File: src/rtl/multi_cycle_cla_subtractor.sv
// rtl/multi_cycle_cla_subtractor.sv - sequential subtractor, one look-ahead slice per cycle
module multi_cycle_cla_subtractor #(
  parameter int WIDTH = 32,
  parameter int SLICE = 4
) (
  input  logic             clk,
  input  logic             rst_n,
  input  logic             start,
  input  logic [WIDTH-1:0] inp_A,
  input  logic [WIDTH-1:0] inp_B,
  input  logic             inp_bin,
  output logic             busy,
  output logic             done,
  output logic [WIDTH-1:0] out_D,
  output logic             out_bout,
  output logic             out_ovf
);

  localparam int NSLICE = WIDTH / SLICE;
  localparam int CNT_W  = (NSLICE > 1) ? $clog2(NSLICE) : 1;
  localparam logic [CNT_W-1:0] LAST = CNT_W'(NSLICE - 1);

  typedef enum logic [1:0] {S_IDLE, S_RUN, S_DONE} state_t;

  state_t state, state_nxt;
  logic   accept;
  logic   last_slice;

  // Operands shift right each cycle so the active slice always sits at the LSBs;
  // completed difference slices shift in from the top of res_q.
  logic [WIDTH-1:0]       a_q, b_q;
  logic [WIDTH-SLICE-1:0] res_q;
  logic                   carry_q;
  logic [CNT_W-1:0]       cnt_q;

  logic [SLICE-1:0] g, p, sum;
  logic [SLICE:0]   carries;

  // Full look-ahead: every carry is a flat sum of generate terms and the slice carry-in.
  function automatic logic [SLICE:0] cla_carries(input logic [SLICE-1:0] gen,
                                                 input logic [SLICE-1:0] prop,
                                                 input logic             cin);
    logic [SLICE:0] c;
    logic           pp;
    c    = '0;
    c[0] = cin;
    for (int i = 0; i < SLICE; i++) begin
      c[i+1] = gen[i];
      pp     = prop[i];
      for (int j = i - 1; j >= 0; j--) begin
        c[i+1] = c[i+1] | (pp & gen[j]);
        pp     = pp & prop[j];
      end
      c[i+1] = c[i+1] | (pp & cin);
    end
    return c;
  endfunction

  assign g       = a_q[SLICE-1:0] & ~b_q[SLICE-1:0];
  assign p       = a_q[SLICE-1:0] ^ ~b_q[SLICE-1:0];
  assign carries = cla_carries(g, p, carry_q);
  assign sum     = p ^ carries[SLICE-1:0];

  assign last_slice = (state == S_RUN) && (cnt_q == LAST);
  assign busy       = (state == S_RUN);
  assign done       = (state == S_DONE);

  always_ff @(posedge clk or negedge rst_n) begin
    if (!rst_n) state <= S_IDLE;
    else        state <= state_nxt;
  end

  always_comb begin
    state_nxt = state;
    accept    = 1'b0;
    case (state)
      S_IDLE: begin
        if (start) begin
          accept    = 1'b1;
          state_nxt = S_RUN;
        end
      end
      S_RUN: begin
        if (cnt_q == LAST) state_nxt = S_DONE;
      end
      S_DONE: begin
        accept    = start;
        state_nxt = start ? S_RUN : S_IDLE;
      end
      default: state_nxt = S_IDLE;
    endcase
  end

  always_ff @(posedge clk or negedge rst_n) begin
    if (!rst_n) begin
      a_q      <= '0;
      b_q      <= '0;
      res_q    <= '0;
      carry_q  <= 1'b0;
      cnt_q    <= '0;
      out_D    <= '0;
      out_bout <= 1'b0;
      out_ovf  <= 1'b0;
    end else if (accept) begin
      a_q     <= inp_A;
      b_q     <= inp_B;
      res_q   <= '0;
      carry_q <= ~inp_bin;
      cnt_q   <= '0;
    end else if (state == S_RUN) begin
      a_q     <= a_q >> SLICE;
      b_q     <= b_q >> SLICE;
      res_q   <= {sum, res_q[WIDTH-SLICE-1:SLICE]};
      carry_q <= carries[SLICE];
      cnt_q   <= cnt_q + CNT_W'(1);
      if (last_slice) begin
        // On the last slice the operand LSBs hold the original sign bits.
        out_D    <= {sum, res_q};
        out_bout <= ~carries[SLICE];
        out_ovf  <= (a_q[SLICE-1] ^ b_q[SLICE-1]) & (sum[SLICE-1] ^ a_q[SLICE-1]);
      end
    end
  end

endmodule

File: config.mk
export PLATFORM = sky130hd
export DESIGN_NAME = multi_cycle_cla_subtractor
export DESIGN_NICKNAME = d
export VERILOG_FILES = /design/src/rtl/multi_cycle_cla_subtractor.sv
export SDC_FILE = /design/constraint.sdc
export NUM_CORES = 1
export LEC_CHECK = 0
export BUFFER_PORTS_ARGS = -buffer_cell sky130_fd_sc_hd__clkbuf_2
export CAP_MARGIN = 30
export CORE_UTILIZATION = 30
export CTS_CLUSTER_DIAMETER = 100
export DETAILED_ROUTE_END_ITERATION = 8
export PLACE_DENSITY = 0.49
export RECOVER_POWER = 25
export SYNTH_ARGS = -nofsm -noshare
export SYNTH_HDL_FRONTEND = slang
export SYNTH_SLANG_ARGS = --single-unit
export TNS_END_PERCENT = 1
File: constraint.sdc
create_clock -name clk -period 1.8 [get_ports clk]
set_input_delay 0.36 -clock clk [delete_from_list [all_inputs] [get_ports clk]]
set_output_delay 0.36 -clock clk [all_outputs]
set_load 0.02 [all_outputs]
==> results.toml, run 1 <==
[sta]
tns_ns = 0
worst_slack_ns = 0.0880
fmaxAchievable_ghz = 0.584
period_minus_slack_ns = 1.71
max-slew-margin-rel = 0.419
finClkSkew_ns = 0.00750
grt_setup_unrepaired = "false"
drv_slew = 0
timing_hold_violations_final = 0
post-route-period-util = 0.951
max_slew.worst_pin.slew_ns = 0.871
finalSetupViolCount = 0

[final_layout]
n_antenna_cell = 0
design_area_sq_um = 6810
nNetsFinal = 623
drive_above_1_share = 0.323
syn_to_final_growth_pct = 27.8

[logic_synthesis]
synthAdderAreaFrac = 0.0178
syn_nets = 515
synthDistinctLibCells = 26
synth_xor_area_frac = 0.00658
synth_area_sq_um = 5330
synth_most_common_cell = "dfrtp_1"
yosysTopAreaCellShare = 0.620
synth-edff-count = 0
synth-main-ff-cell = "dfrtp_1"
yosys.area_share.simple = 0.0899
syn-instance-count = 440
ys_ff_latch = 132
synth_top_family_by_area = "compound AO/OA/AOI/OAI gates"
yosys-top-cells-area = "dfrtp_1 (62%), nand2_1 (7.8%), a22oi_1 (7.2%)"
yosysSeqAreaShare = 0.620
ys.warnings.count = 0
synth.area.mux_share = 0.0719
async_flop_share = 1.00
synthTopCellsByCount = "dfrtp_1 (132), nand2_1 (111), a22oi_1 (51)"
syn_avg_cell_area_sq_um = 12.1
synth_top_area_cell = "dfrtp_1"
synth_compound_area_frac = 0.157

[setup_path]
cp_max_fo = 14
path_cells = "nand2b_4, inv_4, buf_12, clkbuf_2"
start_kind = "flop"
path_class = "flop to output pin"
critPathArrivalTime_ns = 1.35
slowest_stage = "dfrtp_1"
cp.buffers_inverters = 3
critPathRequiredTime_ns = 1.44
crit_path_end_kind = "output pin"
slowest_delay_ns = 0.46
crit_family = "flip-flops"

[pwr]
p_sw_frac = 0.357
ir_worst_vdd_v = 0.000947
combPwrFrac = 0.389
p_seq_frac = 0.381
power_uw = 13600
intPower_uw = 8740
clockPowerShare = 0.230
p_switching_uw = 4850
p_leak_uw = 0.00345
power_density_nw_per_um2 = 1990

[grt]
grt_pass1_wl_microns = 20900
grt_start_max_net_pins = 62
grt_pass1_vias = 3976
antenna_found_initial = 0
overflow = 0
track_usage = 0.149

[cts]
cts-htree-levels = 4
clkTransAtPathRegs_ns = 0.05
numCtsBuffers = 17
clock_sinks = 132
clock_path_buffers = 2
cts_tree = "built"
clk_latency_ns = 0.41
root_buffer = "clkbuf_16"

[die]
die_y_microns = 135
die_x_microns = 135
core_area_sq_um = 17300
dieArea_sq_um = 18300
floorplan.rows = 48
initial_core_util = 0.308
io-pin-count = 104

[routing]
wirelength_microns = 12500
ant_nets = 0
via_count = 3768
drt-pass1-iter-count = 6
drt_iter0_markers = 159
viasPerCell = 4.79
wire_per_inst_microns = 15.9
drc_errors = 0

[place]
gp_congestion = 0.729
place_hpwl_microns = 7990
dp_slack_ns = 0.0532
dpl-instance-area_sq_um = 6180
portBuffers = 103

[worst_hold_path]
hp-class = "primary input to flop"

[run]
max_cap_viol_count = 0

[status]
outcome = "complete, no violations"
## worst register-to-register path, stage by stage, from the launching register on
cell and delay [ns]:
dfrtp_1 0.37, inv_1 0.07, ha_1 0.27, a211o_1 0.34, a21oi_4 0.17, nor2b_1 0.08, a221o_1 0.30
## state kept, by name, indices dropped and copies added (netlist names)
signal    count
a_q          32
b_q          32
carry_q       1
cnt_q         3
out_D        32
out_bout      1
out_ovf       1
res_q        28
state         2
## power by group through the flow
stage,Combinational [uW],Sequential (uW),Clock (uW)
final,5290,5170,3130
after global placement,4970,5160,0
after CTS,5350,5180,3220
after floorplan,3170,5400,0
after global routing,5880,5350,3340
after detailed placement,5060,5220,0
## area by class of cell
cell class / instances / area, sq um
Sequential cell: 132 / 3300
Clock inverter: 4 / 20.0
Fill cell: 1697 / 10500
Clock buffer: 28 / 517
Inverter: 8 / 32.5
Timing Repair Buffer: 120 / 796
Multi-Input combinational cell: 269 / 1860
Tap cell: 225 / 282
## layout by cell type, fill, tap and decap left out, types with 6 or more instances in the layout
| cell type | n |
|---|---|
| a221o_1 | 6 |
| a22o_1 | 36 |
| a22oi_1 | 51 |
| buf_12 | 8 |
| buf_4 | 6 |
| clkbuf_1 | 6 |
| clkbuf_16 | 17 |
| clkbuf_2 | 103 |
| dfrtp_1 | 132 |
| ha_1 | 6 |
| inv_1 | 7 |
| mux2_2 | 18 |
| mux2_4 | 12 |
| nand2_1 | 110 |
| o21ai_0 | 8 |
## cell families after synthesis
| family | Yosys count |
|---|---|
| multiplexers | 30 |
| buffers and inverters | 39 |
| AND/OR/NAND/NOR | 122 |
| flip-flops | 132 |
| XOR/XNOR | 4 |
| adder cells (fa/ha/maj) | 7 |
| AO/OA/AOI/OAI | 106 |
## routing by layer
| layer | vias up | track usage | share of wire |
|---|---|---|---|
| met5 | - | 0 | 0 |
| met4 | 0 | 0.0524 | 0.012 |
| met3 | 15 | 0.0539 | 0.065 |
| met2 | 104 | 0.225 | 0.45 |
| met1 | 1869 | 0.197 | 0.47 |
| li1 | 1780 | - | - |
## path summary, 6_finish.rpt
kind,startpoint,to,slack (ns),cells after the start
setup / recovery,state[0],busy,0.09,4
hold / removal,inp_B[17],b_q[17],0.16,3
setup reg to reg,b_q[0],carry_q,0.09,6
hold reg to reg,a_q[7],a_q[7],0.47,2
max in group asynchronous,rst_n,out_D[8],0.38,3
min in group asynchronous,rst_n,out_D[19],0.60,2
## timing repair
| action | 4_1_cts | 5_1_grt |
|---|---|---|
| pin swaps | 0 | 0 |
| setup endpoints to repair | 1 | 2 |
| hold endpoints to repair | 31 | 0 |
| hold buffers | 1 | 0 |
| cloned | 2 | 0 |
| setup buffers | 1 | 0 |
| resized for setup | 1 | 2 |
## per-stage QoR
| stage | cells | util | hold slack, ns |
|---|---|---|---|
| floorplan | 440 | - | 0.0644 |
| global placement | 750 | 0.357 | 0.265 |
| detailed placement | 750 | 0.357 | 0.270 |
| CTS | 786 | 0.393 | 0.141 |
| global route | 786 | 0.394 | 0.147 |
| finish | 786 | 0.394 | 0.157 |
Power figures use the tool's default switching activity.
==> run 2: changes to the inputs <==
--- a/config.mk
+++ b/config.mk
@@ -5,12 +5,13 @@
 export SDC_FILE = /design/constraint.sdc
 export NUM_CORES = 1
 export LEC_CHECK = 0
+export ABC_AREA = 1
 export BUFFER_PORTS_ARGS = -buffer_cell sky130_fd_sc_hd__clkbuf_2
 export CAP_MARGIN = 30
 export CORE_UTILIZATION = 30
 export CTS_CLUSTER_DIAMETER = 100
 export DETAILED_ROUTE_END_ITERATION = 8
-export PLACE_DENSITY = 0.49
+export PLACE_DENSITY = 0.48
 export RECOVER_POWER = 25
 export SYNTH_ARGS = -nofsm -noshare
 export SYNTH_HDL_FRONTEND = slang
==> run 2 against run 1 <==
Against the previous run:
- flip-flop and latch count did not move
- final cell count grew 16%
- setup slack better by 0.12 ns
- maximum frequency grew 7.5%
- wire length is 5.2% higher
- clock power increased by 14%
- critical endpoint unchanged
- highest routed layer unchanged
==> results.toml, run 2 <==
[die]
initial_core_util = 0.305
dieArea_sq_um = 18800
die_y_microns = 137
core_area_sq_um = 18000
io-pin-count = 104
floorplan.rows = 49
die_x_microns = 137

[pwr]
p_switching_uw = 5170
intPower_uw = 8350
power_density_nw_per_um2 = 1970
p_sw_frac = 0.382
combPwrFrac = 0.377
p_seq_frac = 0.358
ir_worst_vdd_v = 0.000828
p_leak_uw = 0.00342
clockPowerShare = 0.265

[setup_path]
path_class = "flop to output pin"
critPathArrivalTime_ns = 1.23
critPathRequiredTime_ns = 1.44
cp_max_fo = 5
start_kind = "flop"
crit_path_end_kind = "output pin"

[final_layout]
nNetsFinal = 746
reg_top3 = "a_q: 32 flops, b_q: 32 flops, out_D: 32 flops"
n_antenna_cell = 0
instances_no_fill = 913
layout_commonest_cell = "nand2_1"
finish.utilization = 0.381
syn_to_final_growth_pct = 24.9
drive_above_1_share = 0.232
final_cell_mix = "nand2_1 (165), dfrtp_1 (132), clkbuf_2 (103), inv_1 (76), o221ai_1 (30)"

[grt]
overflow = 0
grt_pass1_wl_microns = 21300
track_usage = 0.149
grt_start_max_net_pins = 65
antenna_found_initial = 0
grt_pass1_vias = 4153

[routing]
wire_per_inst_microns = 14.4
drt_iter0_markers = 206
drt-pass1-iter-count = 4
drc_errors = 0
ant_nets = 0
via_count = 4248
wirelength_microns = 13200
viasPerCell = 4.65

[sta]
timing_hold_violations_final = 0
finalSetupViolCount = 0
post-route-period-util = 0.885
finClkSkew_ns = 0.00690
fmaxAchievable_ghz = 0.628
drv_slew = 0
max_slew.worst_pin.slew_ns = 0.702
grt_setup_unrepaired = "false"
period_minus_slack_ns = 1.59
max-slew-margin-rel = 0.532
tns_ns = 0

[cts]
root_buffer = "clkbuf_16"
clkTransAtPathRegs_ns = 0.06
numCtsBuffers = 17
cts_tree = "built"
cts_setup_buffers = 0
clk_latency_ns = 0.41
clock_path_buffers = 2
clock_sinks = 132
cts-htree-levels = 4

[logic_synthesis]
yosysTopAreaCellShare = 0.602
synthDistinctLibCells = 23
synth_area_sq_um = 5480
ys_ff_latch = 132
yosys-top-cells-area = "dfrtp_1 (60%), nand2_1 (11%), inv_1 (5.2%)"
syn_nets = 643
syn-instance-count = 568
synth-edff-count = 0
synthTopCellsByCount = "nand2_1 (166), dfrtp_1 (132), inv_1 (76)"
synth_top_area_cell = "dfrtp_1"
ys.warnings.count = 0
yosysSeqAreaShare = 0.602
synth-main-ff-cell = "dfrtp_1"
synth_most_common_cell = "nand2_1"
async_flop_share = 1.00
syn_avg_cell_area_sq_um = 9.65

[status]
outcome = "complete, no violations"

[place]
portBuffers = 103
dp_cells = 880
place_hpwl_microns = 8910
gp_congestion = 0.744

[run]
max_cap_viol_count = 0

[worst_hold_path]
hp-class = "primary input to flop"
## run 2: cell type report
| cell class | instances | area, sq um |
|---|---|---|
| Fill cell | 1833 | 11100 |
| Inverter | 81 | 304 |
| Clock buffer | 21 | 470 |
| Tap cell | 229 | 287 |
| Sequential cell | 132 | 3300 |
| Clock inverter | 11 | 150 |
| Multi-Input combinational cell | 322 | 1670 |
| Timing Repair Buffer | 117 | 661 |
## run 2: through the flow
| stage | power (uW) | cell area, sq um | setup slack [ns] | hold WS, ns |
|---|---|---|---|---|
| 2_1_floorplan | 8540 | 5480 | 0.416 | 0.0644 |
| 3_3_place_gp | 9870 | 6240 | 0.337 | 0.313 |
| 3_5_place_dp | 10100 | 6240 | 0.283 | 0.321 |
| 4_1_cts | 13700 | 6870 | 0.187 | 0.139 |
| 5_1_grt | 14600 | 6850 | 0.0908 | 0.147 |
| 6_report | 13500 | 6850 | 0.208 | 0.162 |
## run 2: cells by family after synthesis
| kind of cell | count (synthesis) | share of synthesized area |
|---|---|---|
| simple gates | 206 | 0.150 |
| flops | 132 | 0.602 |
| buf+inv | 114 | 0.0927 |
| compound gates | 108 | 0.136 |
| fa+ha+maj | 7 | 0.0173 |
| xor+xnor | 1 | 0.00160 |
## run 2: what timing repair did
action / in CTS / in global routing
setup endpoints to repair: 0 / 0
gates resized for setup: 0 / 0
hold endpoints to repair: 40 / 0
hold buffers: 1 / 0
## run 2: path summary, 6_finish.rpt
| kind | end | cells past startpoint | start | slack (ns) |
|---|---|---|---|---|
| worst max-delay path | busy | 3 | state[0] | 0.21 |
| worst min-delay path | a_q[12] | 3 | inp_A[12] | 0.16 |
| worst max register to register | res_q[27] | 8 | a_q[1] | 0.25 |
| worst min register to register | res_q[26] | 2 | res_q[26] | 0.48 |
| max in group asynchronous | a_q[27] | 3 | rst_n | 0.34 |
| min in group asynchronous | out_D[4] | 2 | rst_n | 0.44 |
## run 2: power groups by stage
stage	combinational [uW]	sequential [uW]	clock (uW)
2_1_floorplan	3410	5130	0
3_3_place_gp	5020	4860	0
3_5_place_dp	5150	4900	0
4_1_cts	5170	4850	3680
5_1_grt	5740	4990	3830
6_report	5110	4840	3580
## run 2: critical path, cell delays in order, from the launching register on
cell and delay, ns:
dfrtp_1 0.41, nand2_2 0.13, inv_2 0.11, clkbuf_2 0.17
## run 2: layer usage
metal  up-vias  part of all wire  wire length [microns]  global-route usage
met3         6             0.046                    601              0.0438
li1       2082                 -                      -                   -
met2       123              0.46                   5990               0.223
met5         -                 0                      0                   0
met1      2037              0.49                   6520               0.207
met4         0            0.0046                     60              0.0476
==> run 3: changes to the inputs <==
--- a/config.mk
+++ b/config.mk
@@ -5,13 +5,12 @@
 export SDC_FILE = /design/constraint.sdc
 export NUM_CORES = 1
 export LEC_CHECK = 0
-export ABC_AREA = 1
+export ABC_AREA = 0
 export BUFFER_PORTS_ARGS = -buffer_cell sky130_fd_sc_hd__clkbuf_2
-export CAP_MARGIN = 30
 export CORE_UTILIZATION = 30
 export CTS_CLUSTER_DIAMETER = 100
 export DETAILED_ROUTE_END_ITERATION = 8
-export PLACE_DENSITY = 0.48
+export PLACE_DENSITY = 0.54
 export RECOVER_POWER = 25
 export SYNTH_ARGS = -nofsm -noshare
 export SYNTH_HDL_FRONTEND = slang
==> run 3 against run 2 <==
Against the previous run:
- count of clock-buffer cells in the layout fell by 2
- maximum frequency fell by 8.0%
- sequential share of layout area fell by 0.41 points
- highest routed layer unchanged
- largest power group unchanged
- largest cell class unchanged
==> results.toml, run 3 (synthesized netlist as in run 1, its figures left out) <==
[die]
die_y_microns = 135
floorplan.rows = 48
dieArea_sq_um = 18300
initial_core_util = 0.308
io-pin-count = 104
core_area_sq_um = 17300
die_x_microns = 135

[routing]
wire_per_inst_microns = 15.7
drt_iter0_markers = 210
drt-pass1-iter-count = 4
wirelength_microns = 12400
viasPerCell = 4.80
ant_nets = 0
drc_errors = 0
via_count = 3785

[setup_path]
critPathArrivalTime_ns = 1.37
cp_max_fo = 12
rr_worst_depth = 6
rr_endpoint = "carry_q"
crit_path_end_kind = "output pin"
critPathRequiredTime_ns = 1.44
path_class = "flop to output pin"
start_kind = "flop"
r2r_setup_slack_ns = 0.09
r2r_start = "b_q[0]"

[worst_hold_path]
hp-class = "primary input to flop"
hp-start = "inp_B[14]"
whs_path_depth = 3
hold-path-endpoint = "b_q[14]"

[final_layout]
fill_cells = 1698
final_cell_mix = "dfrtp_1 (131), nand2_1 (110), clkbuf_2 (102), a22oi_1 (51), a22o_1 (36)"
area.sequential_sq_um = 3300
n_antenna_cell = 0
drive_above_1_share = 0.337
nNetsFinal = 625
multiInputGateArea_sq_um = 1850
syn_to_final_growth_pct = 29.7
reg_top3 = "a_q: 32 flops, b_q: 32 flops, out_D: 32 flops"
finish.utilization = 0.400
layout_commonest_cell = "dfrtp_1"
design_area_sq_um = 6910

[cts]
clock_sinks = 132
cts-htree-levels = 4
root_buffer = "clkbuf_16"
clock_path_buffers = 2
numCtsBuffers = 17
clkTransAtPathRegs_ns = 0.06
clk_latency_ns = 0.42
cts_tree = "built"

[place]
portBuffers = 103
gp_congestion = 0.719
place_hpwl_microns = 8020
dpl-instance-area_sq_um = 6180

[sta]
post-route-period-util = 0.962
fmaxAchievable_ghz = 0.578
max-slew-margin-rel = 0.408
period_minus_slack_ns = 1.73
drv_slew = 0
max_slew.worst_pin.slew_ns = 0.889
finClkSkew_ns = 0.00863
finalSetupViolCount = 0
timing_hold_violations_final = 0
grt_setup_unrepaired = "true"

[grt]
grt_pass1_wl_microns = 20900
track_usage = 0.150
grt_start_max_net_pins = 61
grt_pass1_vias = 3921
overflow = 0
antenna_found_initial = 0

[pwr]
ir_worst_vdd_v = 0.000912
power_density_nw_per_um2 = 2050
p_leak_uw = 0.00349

[status]
outcome = "complete, no violations"

[run]
max_cap_viol_count = 0
==> run 3: power by group <==
| group | internal (uW) | switching, uW |
|---|---|---|
| registers | 4330 | 821 |
| logic | 2490 | 2840 |
| clock network | 2390 | 1290 |
| total | 9200 | 4950 |
==> run 3: layout make-up <==
| type | count | share of cell area |
|---|---|---|
| Sequential cell | 132 | 0.478 |
| Multi-Input combinational cell | 269 | 0.268 |
| Timing Repair Buffer | 122 | 0.115 |
| Clock buffer | 19 | 0.0655 |
| Tap cell | 225 | 0.0407 |
| Clock inverter | 13 | 0.0263 |
| Inverter | 8 | 0.00616 |
==> run 3: stage by stage <==
| stage | setup slack (ns) | cells | total power, uW | TNS [ns] | hold WS (ns) |
|---|---|---|---|---|---|
| 2_1_floorplan | 0.169 | 440 | 8580 | 0 | 0.0644 |
| 3_3_place_gp | 0.109 | 751 | 10100 | 0 | 0.275 |
| 3_5_place_dp | 0.0663 | 751 | 10300 | 0 | 0.275 |
| 4_1_cts | 0.0215 | 788 | 14400 | 0 | 0.141 |
| 5_1_grt | -0.00413 | 788 | 15200 | -0.00413 | 0.144 |
| 6_report | 0.0686 | 788 | 14200 | 0 | 0.158 |
==> run 3: worst max path at each step <==
stage / startpoint / depth (start not counted) / slack (ns) / to
finish: state[0] / 4 / 0.07 / busy
global route: b_q[0] / 6 / -0.004 / carry_q
CTS: state[1] / 4 / 0.02 / busy
detailed placement: b_q[0] / 6 / 0.07 / carry_q
global placement: b_q[0] / 6 / 0.11 / carry_q
floorplan: b_q[0] / 6 / 0.17 / carry_q
==> run 3: routing by layer <==
metal	global-route usage	up-vias	wire, microns
met5	0	-	0
met4	0.0581	0	208
met3	0.0453	16	633
met2	0.227	89	5650
met1	0.200	1888	5910
li1	-	1792	-
==> run 3: repair_timing <==
item,CTS,global route
setup endpoints to repair,1,2
gates cloned,2,0
setup buffers,2,0
gates resized for setup,6,1
hold endpoints to repair,34,0
hold buffers,1,0
==> run 3: critical path, stage by stage, from the launching register on <==
cell	delay [ns]
dfrtp_2	0.42
nand2b_4	0.11
clkinv_8	0.09
buf_16	0.16
buf_4	0.16
